`config.mk`:
```
export PLATFORM = sky130hd
export DESIGN_NAME = loss
export DESIGN_NICKNAME = d
export VERILOG_FILES = /design/src/rtl/loss.sv
export SDC_FILE = /design/constraint.sdc
export NUM_CORES = 1
export LEC_CHECK = 0
export CORE_ASPECT_RATIO = 0.75
export CORE_MARGIN = 8
export CORE_UTILIZATION = 44
export DETAILED_ROUTE_END_ITERATION = 6
export PLACE_DENSITY_LB_ADDON = 0.1
export REMOVE_ABC_BUFFERS = 1
export SYNTH_ARGS = -nofsm -noshare
export SYNTH_HDL_FRONTEND = slang
export SYNTH_SLANG_ARGS = --single-unit
```
`constraint.sdc`:
```
create_clock -name clk -period 2.1 [get_ports clk]
set_input_delay 0.42 -clock clk [delete_from_list [all_inputs] [get_ports clk]]
set_output_delay 0.42 -clock clk [all_outputs]
set_load 0.1 [all_outputs]
```
`src/rtl/loss.sv`:
```
// ============================================================================
//  Module   : loss
//  Purpose  : Pairs activation/target samples, returns the saturated Q8.8 error
//             tgt - res in training mode, and counts samples and misclassifications.
//  Revision : 1.0
// ============================================================================
`default_nettype none

module loss #(
    parameter int SHIFT = 0
) (
    input  logic        clk,
    input  logic        rst,
    input  logic        en,
    input  logic        clr,
    input  logic        res_stb,
    output logic        res_rdy,
    input  logic [7:0]  res_dat,
    input  logic        tgt_stb,
    output logic        tgt_rdy,
    input  logic [7:0]  tgt_dat,
    output logic        err_stb,
    input  logic        err_rdy,
    output logic [15:0] err_dat,
    output logic [15:0] cnt,
    output logic [15:0] mis
);

    localparam logic [0:0]  c_st_fill = 1'b0;
    localparam logic [0:0]  c_st_send = 1'b1;
    localparam logic [15:0] c_cnt_max = 16'hFFFF;

    logic [0:0]  state_q,    state_d;
    logic        res_full_q, res_full_d;
    logic        tgt_full_q, tgt_full_d;
    logic [7:0]  res_q,      res_d;
    logic [7:0]  tgt_q,      tgt_d;
    logic [15:0] err_dat_q,  err_dat_d;
    logic [15:0] cnt_q,      cnt_d;
    logic [15:0] mis_q,      mis_d;

    logic               w_res_take;
    logic               w_tgt_take;
    logic               w_slot_free;
    logic               w_complete;
    logic               w_emit;
    logic signed [8:0]  w_diff;
    logic signed [17:0] w_diff_ext;
    logic signed [17:0] w_shifted;
    logic [15:0]        w_err_sat;

    assign res_rdy     = rst & ~res_full_q;
    assign tgt_rdy     = tgt_full_q ? 1'b0 : rst;
    assign w_res_take  = res_stb & res_rdy;
    assign w_tgt_take  = tgt_stb & tgt_rdy;
    assign w_slot_free = (state_q == c_st_fill) | err_rdy;
    assign w_complete  = res_full_q & tgt_full_q & w_slot_free;
    assign w_emit      = w_complete & en;

    // Zero-extended operands give a 9-bit signed difference that is already Q8.8
    // once sign-extended; 18 bits hold the worst case shifted by 8 without wrap.
    always_comb begin
        w_diff     = $signed({1'b0, tgt_q}) - $signed({1'b0, res_q});
        w_diff_ext = {{9{w_diff[8]}}, w_diff};
        w_shifted  = w_diff_ext <<< SHIFT;
        if (w_shifted > 18'sh07FFF) begin
            w_err_sat = 16'h7FFF;
        end else if (w_shifted < -18'sh08000) begin
            w_err_sat = 16'h8000;
        end else begin
            w_err_sat = w_shifted[15:0];
        end
    end

    always_comb begin
        res_full_d = res_full_q;
        tgt_full_d = tgt_full_q;
        res_d      = res_q;
        tgt_d      = tgt_q;
        if (w_complete) begin
            res_full_d = 1'b0;
            tgt_full_d = 1'b0;
        end
        if (w_res_take) begin
            res_full_d = 1'b1;
            res_d      = res_dat;
        end
        if (w_tgt_take) begin
            tgt_full_d = 1'b1;
            tgt_d      = tgt_dat;
        end
    end

    // A clear on a completion edge discards that pair's contribution.
    always_comb begin
        cnt_d = cnt_q;
        mis_d = mis_q;
        if (clr) begin
            cnt_d = 16'h0000;
            mis_d = 16'h0000;
        end else if (w_complete) begin
            if (cnt_q != c_cnt_max) begin
                cnt_d = cnt_q + 16'h0001;
            end
            if ((res_q[7] != tgt_q[7]) && (mis_q != c_cnt_max)) begin
                mis_d = mis_q + 16'h0001;
            end
        end
    end

    always_comb begin
        err_dat_d = err_dat_q;
        if (w_emit) begin
            err_dat_d = w_err_sat;
        end
    end

    always_comb begin
        state_d = state_q;
        case (state_q)
            c_st_fill: begin
                if (w_emit) begin
                    state_d = c_st_send;
                end
            end
            c_st_send: begin
                if (err_rdy && !w_emit) begin
                    state_d = c_st_fill;
                end
            end
            default: state_d = c_st_fill;
        endcase
    end

    always_comb begin
        err_stb = (state_q == c_st_send);
        err_dat = err_dat_q;
        cnt     = cnt_q;
        mis     = mis_q;
    end

    always_ff @(posedge clk) begin
        if (!rst) begin
            state_q    <= c_st_fill;
            res_full_q <= 1'b0;
            tgt_full_q <= 1'b0;
            res_q      <= 8'h00;
            tgt_q      <= 8'h00;
            err_dat_q  <= 16'h0000;
            cnt_q      <= 16'h0000;
            mis_q      <= 16'h0000;
        end else begin
            state_q    <= state_d;
            res_full_q <= res_full_d;
            tgt_full_q <= tgt_full_d;
            res_q      <= res_d;
            tgt_q      <= tgt_d;
            err_dat_q  <= err_dat_d;
            cnt_q      <= cnt_d;
            mis_q      <= mis_d;
        end
    end

endmodule

`default_nettype wire
```
==> results.py, run 1 <==
metrics = {
    "floorplanning": {
        "rows": 25,
        "die_h_um": 86.8,
        "coreArea_sq_mm": 0.00638,
        "die-area_sq_mm": 0.00959,
        "die_w_um": 110,
        "io_pins": 74,
        "initial_utilization_pct": 46.1,
    },
    "synthesis": {
        "synthTopCellsByArea": "dfxtp_1 41%, nor2_1 6.1%, a21oi_1 5.1%",
        "avgSynthCellArea_sq_um": 8.20,
        "yosysSeqAreaShare_pct": 40.8,
        "yosysWarnings": 0,
        "synth_top_area_cell": "dfxtp_1",
        "synth_top_area_share_pct": 40.8,
        "synthFlopType": "dfxtp_1",
        "synth_edf_count": 0,
        "ys_types": 45,
        "syn_area_sq_mm": 0.00294,
        "netlist_instances": 359,
        "synth-seq-cells": 60,
        "async_flop_share_pct": 0,
    },
    "drt": {
        "antenna_left": 0,
        "first_pass_iters": 4,
        "routed-via-count": 2828,
        "wl_per_cell_um": 14.5,
        "wirelength_um": 7810,
        "drtIter0Drc": 126,
        "viasPerCell": 5.26,
        "drc_errors": 0,
    },
    "placed_design": {
        "place_hpwl_um": 5920,
        "dp_slack_ns": -0.248,
        "numPortBuffers": 73,
        "gp_congestion": 0.810,
    },
    "sta": {
        "clock_skew_ns": 0.00583,
        "period_needed_ns": 2.02,
        "holdWs_ns": 0.455,
        "rsz0062_at_grt": "false",
        "fmax_mhz": 494,
        "setup_violations": 0,
        "slew_headroom_pct": 71.3,
        "slew_viol_final": 0,
        "fin_crit_sh_pct": 96.4,
        "hold_viol": 0,
        "layout_setup_ws_ns": 0.0760,
        "worst_pin_slew_ns": 0.426,
    },
    "worst_setup_path": {
        "crit_chain": "clkdlybuf4s50_1 > inv_1 > nor2_1 > buf_12",
        "critPathCaptureType": "primary output",
        "critPathMaxFanout": 5,
        "required_ns": 1.68,
        "max_stage_delay_ns": 0.58,
        "critPathArrivalTime_ns": 1.60,
        "cp-start-kind": "input port",
        "crit_type": "input port to primary output",
        "cpMaxStageDelayCell": "clkdlybuf4s50_1",
    },
    "layout": {
        "syn_to_final_growth_pct": 39.3,
        "drive_above_1_share_pct": 24.3,
        "mostFrequentLayoutCells": "73 x buf_4, 60 x dfxtp_1, 48 x nor2_1, 39 x nand2_1, 30 x a21oi_1",
        "nNetsFinal": 486,
        "antennaDiodeCount": 0,
        "final_common_cell": "buf_4",
    },
    "global_routing": {
        "grt_usage_pct": 16.1,
        "grt.overflow.total": 0,
        "grt_max_degree": 16,
        "grt_antenna_before_repair": 0,
        "grt_pass1_wl_um": 12600,
        "grt_pass1_vias": 2630,
    },
    "cts": {
        "cts_buffer_depth": 2,
        "cts_sinks": 60,
        "cts_tree": "done",
        "numCtsBuffers": 9,
        "htreeDepth": 3,
        "clk_transition_reported_paths_ns": 0.07,
        "cts_root_buf": "clkbuf_8",
        "clk_latency_ns": 0.34,
    },
    "pwr": {
        "leakage_nw": 1.65,
        "power_density_mw_per_mm2": 670,
        "vdd_ir_drop_max_mv": 0.462,
    },
    "run": {
        "drv_cap": 0,
    },
    "worst_hold_path": {
        "hold_class": "flip-flop to flip-flop",
    },
    "outcome": {
        "status": "finished, final reports clean",
    },
}
-- cells by family (layout without fill, tap and decap cells) --
family | Yosys count | after routing | share of synthesized area, %
AO/OA/AOI/OAI | 70 | 70 | 15.0
XOR/XNOR | 23 | 23 | 6.84
adder cells (fa/ha/maj) | 11 | 11 | 4.93
buffers and inverters | 36 | 134 | 5.74
flip-flops | 60 | 60 | 40.8
multiplexers | 1 | 1 | 0.340
AND/OR/NAND/NOR | 158 | 158 | 26.3
-- Yosys cell counts, types with 2 or more instances --
cell type   n
dfxtp_1    60
nor2_1     48
nand2_1    39
a21oi_1    30
nand3_1    19
inv_1      13
clkbuf_1   12
xnor2_1    12
xor2_1     11
ha_1       10
o211ai_1    9
o21ai_0     9
nand4_1     8
nor3_1      8
buf_4       7
or4_1       6
a211oi_1    5
nor4_1      5
a21o_1      4
and3_1      4
and4_1      4
a31o_2      3
buf_1       3
or3_1       3
a211o_2     2
and2_1      2
nand2b_1    2
nor2b_1     2
or2_2       2
or3_2       2
-- worst max-delay path: cells and delay by family --
kind                   cells  cell delay, ns
buffers and inverters      3            0.94
and+or+nand+nor            1            0.24
-- routing by layer --
metal / part of all wire (%) / GRT usage, %
met1: 47 / 20.2
met2: 42 / 23.9
met3: 9.0 / 6.76
met4: 1.2 / 5.87
met5: 0 / 0
-- stage by stage --
step / power, mW / std cells / util, % / TNS [ns] / instance area, sq um
finish: 2.75 / 538 / 64.3 / 0 / 4100
global route: 2.87 / 538 / 64.3 / 0 / 4100
CTS: 2.77 / 537 / 64.1 / 0 / 4090
detailed placement: 1.70 / 521 / 60.9 / -1.70 / 3890
global placement: 1.69 / 521 / 60.9 / -1.30 / 3890
floorplan: 1.50 / 336 / - / -45.24 / 2820
-- sequential cells by signal, indices dropped and copies added (netlist names) --
register and count:
tgt_q 8, err_stb 1, res_q 8, mis 16, cnt 16, tgt_full_q 1, err_dat 9, res_full_q 1
-- worst paths after layout --
path                            startpoint          to  slack [ns]  cells past startpoint
worst min-delay path            err_dat[1]  err_dat[1]        0.46                      2
worst max-delay path                   rst     res_rdy        0.08                      4
worst max register to register    res_q[7]     mis[11]        0.08                      6
worst min register to register  err_dat[1]  err_dat[1]        0.46                      2
-- final cells by class --
cell class	count	area (sq um)
repair buffers	105	968
inverters	13	48.8
fillers	587	2280
clock buffers	12	155
multi-input cells	263	1580
flip-flops and latches	60	1200
clock inverters	4	47.5
well taps	81	101
-- where the power goes --
group | switching (mW) | internal [mW] | leakage (nW)
clock | 0.461 | 0.609 | 0.102
sequential | 0.0166 | 1.17 | 0.487
combinational | 0.303 | 0.193 | 1.06
total | 0.780 | 1.97 | 1.65
-- repair_timing --
item / CTS / global route
hold buffers: 0 / 0
setup buffers: 0 / 1
gates resized for setup: 0 / 1
hold endpoints to repair: 0 / 0
endpoints found under the setup margin: 0 / 3
No activity file was read; power rests on OpenSTA's default activity.
==> inputs of run 2 (changes only) <==
--- a/config.mk
+++ b/config.mk
@@ -7,7 +7,7 @@
 export LEC_CHECK = 0
 export CORE_ASPECT_RATIO = 0.75
 export CORE_MARGIN = 8
-export CORE_UTILIZATION = 44
+export CORE_UTILIZATION = 45
 export DETAILED_ROUTE_END_ITERATION = 6
 export PLACE_DENSITY_LB_ADDON = 0.1
 export REMOVE_ABC_BUFFERS = 1
==> constraint.sdc (replaced) <==
create_clock -name clk -period 2.2 [get_ports clk]
set_input_delay 0.44 -clock clk [delete_from_list [all_inputs] [get_ports clk]]
set_output_delay 0.44 -clock clk [all_outputs]
set_load 0.1 [all_outputs]
==> run 2 against run 1 <==
Clock skew is 0.0017 ns higher. Setup slack better by 0.069 ns. Sequential power is 4% lower. Final cell count is 1.1% lower. Critical path depth is 2 higher. Clock power is 6% lower. Hold slack better by 0.0027 ns. Die area is 1.9% lower. Routed wire length is 4.3% lower.
==> results.py, run 2 (same netlist as run 1, synthesis figures left out) <==
metrics = {
    "outcome": {
        "status": "finished, final reports clean",
    },
    "worst_setup_path": {
        "crit_chain": "inv_1 > ha_1 > or3_4 > a2111o_1 > or4_1 > nand2_1",
        "ff2ff_setup_slack_ns": 0.14,
        "critPathMaxFanout": 5,
        "crit_type": "flip-flop to flip-flop",
        "cpMaxStageDelayCell": "or4_1",
        "critPathArrivalTime_ns": 2.33,
        "crit_family": "simple AND/OR/NAND/NOR gates",
        "required_ns": 2.48,
        "max_stage_delay_ns": 0.48,
        "crit_buf_inv": 1,
        "cp-start-kind": "flip-flop",
        "critPathCaptureType": "flip-flop",
    },
    "floorplanning": {
        "die-area_sq_mm": 0.00941,
        "die_h_um": 86.1,
        "io_pins": 74,
        "rows": 25,
        "coreArea_sq_mm": 0.00632,
        "die_w_um": 109,
        "initial_utilization_pct": 46.6,
    },
    "pwr": {
        "leakage_nw": 1.59,
        "vdd_ir_drop_max_mv": 0.368,
        "combPwrFrac_pct": 16.7,
        "power.total_mw": 2.57,
        "intPower_mw": 1.85,
        "seqPwrFrac_pct": 44.0,
        "power_density_mw_per_mm2": 652,
        "sw_frac_of_total_pct": 28.1,
        "p_sw_mw": 0.725,
        "clockPowerShare_pct": 39.3,
    },
    "sta": {
        "fin_crit_sh_pct": 93.4,
        "setup_violations": 0,
        "slew_headroom_pct": 72.3,
        "clock_skew_ns": 0.00752,
        "layout_setup_ws_ns": 0.145,
        "hold_viol": 0,
        "fmax_mhz": 487,
        "period_needed_ns": 2.06,
        "tns_ns": 0,
        "holdWs_ns": 0.458,
        "rsz0062_at_grt": "false",
        "worst_pin_slew_ns": 0.411,
        "slew_viol_final": 0,
    },
    "run": {
        "drv_cap": 0,
    },
    "placed_design": {
        "dpl_cell_area_sq_mm": 0.00375,
        "dp_slack_ns": -0.151,
        "numPortBuffers": 73,
        "place_hpwl_um": 5720,
        "numPlacedInstances": 516,
        "gp_congestion": 0.827,
    },
    "layout": {
        "fin_cells": 532,
        "nNetsFinal": 480,
        "syn_to_final_growth_pct": 34.2,
        "mostFrequentLayoutCells": "75 x buf_4, 60 x dfxtp_1, 48 x nor2_1, 39 x nand2_1, 30 x a21oi_1",
        "fin_util_pct": 62.5,
        "final_cell_area_sq_mm": 0.00395,
        "antennaDiodeCount": 0,
        "final_common_cell": "buf_4",
        "drive_above_1_share_pct": 23.1,
    },
    "drt": {
        "antenna_left": 0,
        "wl_per_cell_um": 14.0,
        "drc_errors": 0,
        "wirelength_um": 7470,
        "first_pass_iters": 4,
        "drtIter0Drc": 101,
        "routed-via-count": 2792,
        "viasPerCell": 5.25,
    },
    "global_routing": {
        "grt_antenna_before_repair": 0,
        "grt_pass1_vias": 2667,
        "grt_pass1_wl_um": 12700,
        "grt_usage_pct": 16.8,
        "grt.overflow.total": 0,
        "grt_max_degree": 16,
    },
    "cts": {
        "cts_tree": "done",
        "cts_resized": 0,
        "cts_sinks": 60,
        "clk_latency_ns": 0.34,
        "cts_root_buf": "clkbuf_8",
        "clk_transition_reported_paths_ns": 0.06,
        "cts_setup_buffers": 0,
        "postCtsHoldBufs": 0,
        "htreeDepth": 3,
        "cts_buffer_depth": 2,
        "numCtsBuffers": 9,
    },
    "worst_hold_path": {
        "hold_class": "flip-flop to flip-flop",
    },
}
[run 2: layer usage]
metal | GRT usage (%) | up-vias | routed length [um] | part of all wire [%]
met1 | 22.6 | 1278 | 3660 | 49
li1 | - | 1429 | - | -
met4 | 5.87 | 0 | 92 | 1.2
met2 | 24.3 | 76 | 3170 | 42
met3 | 5.39 | 9 | 547 | 7.3
met5 | 0 | - | 0 | 0
[run 2: worst min-delay path, stage by stage (launching register included)]
cell	delay, ns
dfxtp_1	0.31
nand2_1	0.05
a21oi_1	0.05
[run 2: power groups by stage]
| stage | registers (mW) | logic, mW | clock network (mW) |
|---|---|---|---|
| 5_1_grt | 1.13 | 0.464 | 1.09 |
| 4_1_cts | 1.13 | 0.431 | 1.04 |
| 3_5_place_dp | 1.16 | 0.429 | 0 |
| 6_report | 1.13 | 0.431 | 1.01 |
| 2_1_floorplan | 1.26 | 0.180 | 0 |
| 3_3_place_gp | 1.16 | 0.426 | 0 |
[run 2: area by class of cell]
cell class | count | area, sq um
Inverter | 13 | 48.8
Clock buffer | 12 | 155
Clock inverter | 4 | 47.5
Sequential cell | 60 | 1200
Timing Repair Buffer | 99 | 823
Tap cell | 81 | 101
Fill cell | 564 | 2370
Multi-Input combinational cell | 263 | 1570
[run 2: final timing paths]
check | from | cells past startpoint | endpoint
max | res_q[7] | 6 | mis[15]
min | tgt_q[7] | 2 | tgt_q[7]
max reg2reg | res_q[7] | 6 | mis[15]
min reg2reg | tgt_q[7] | 2 | tgt_q[7]
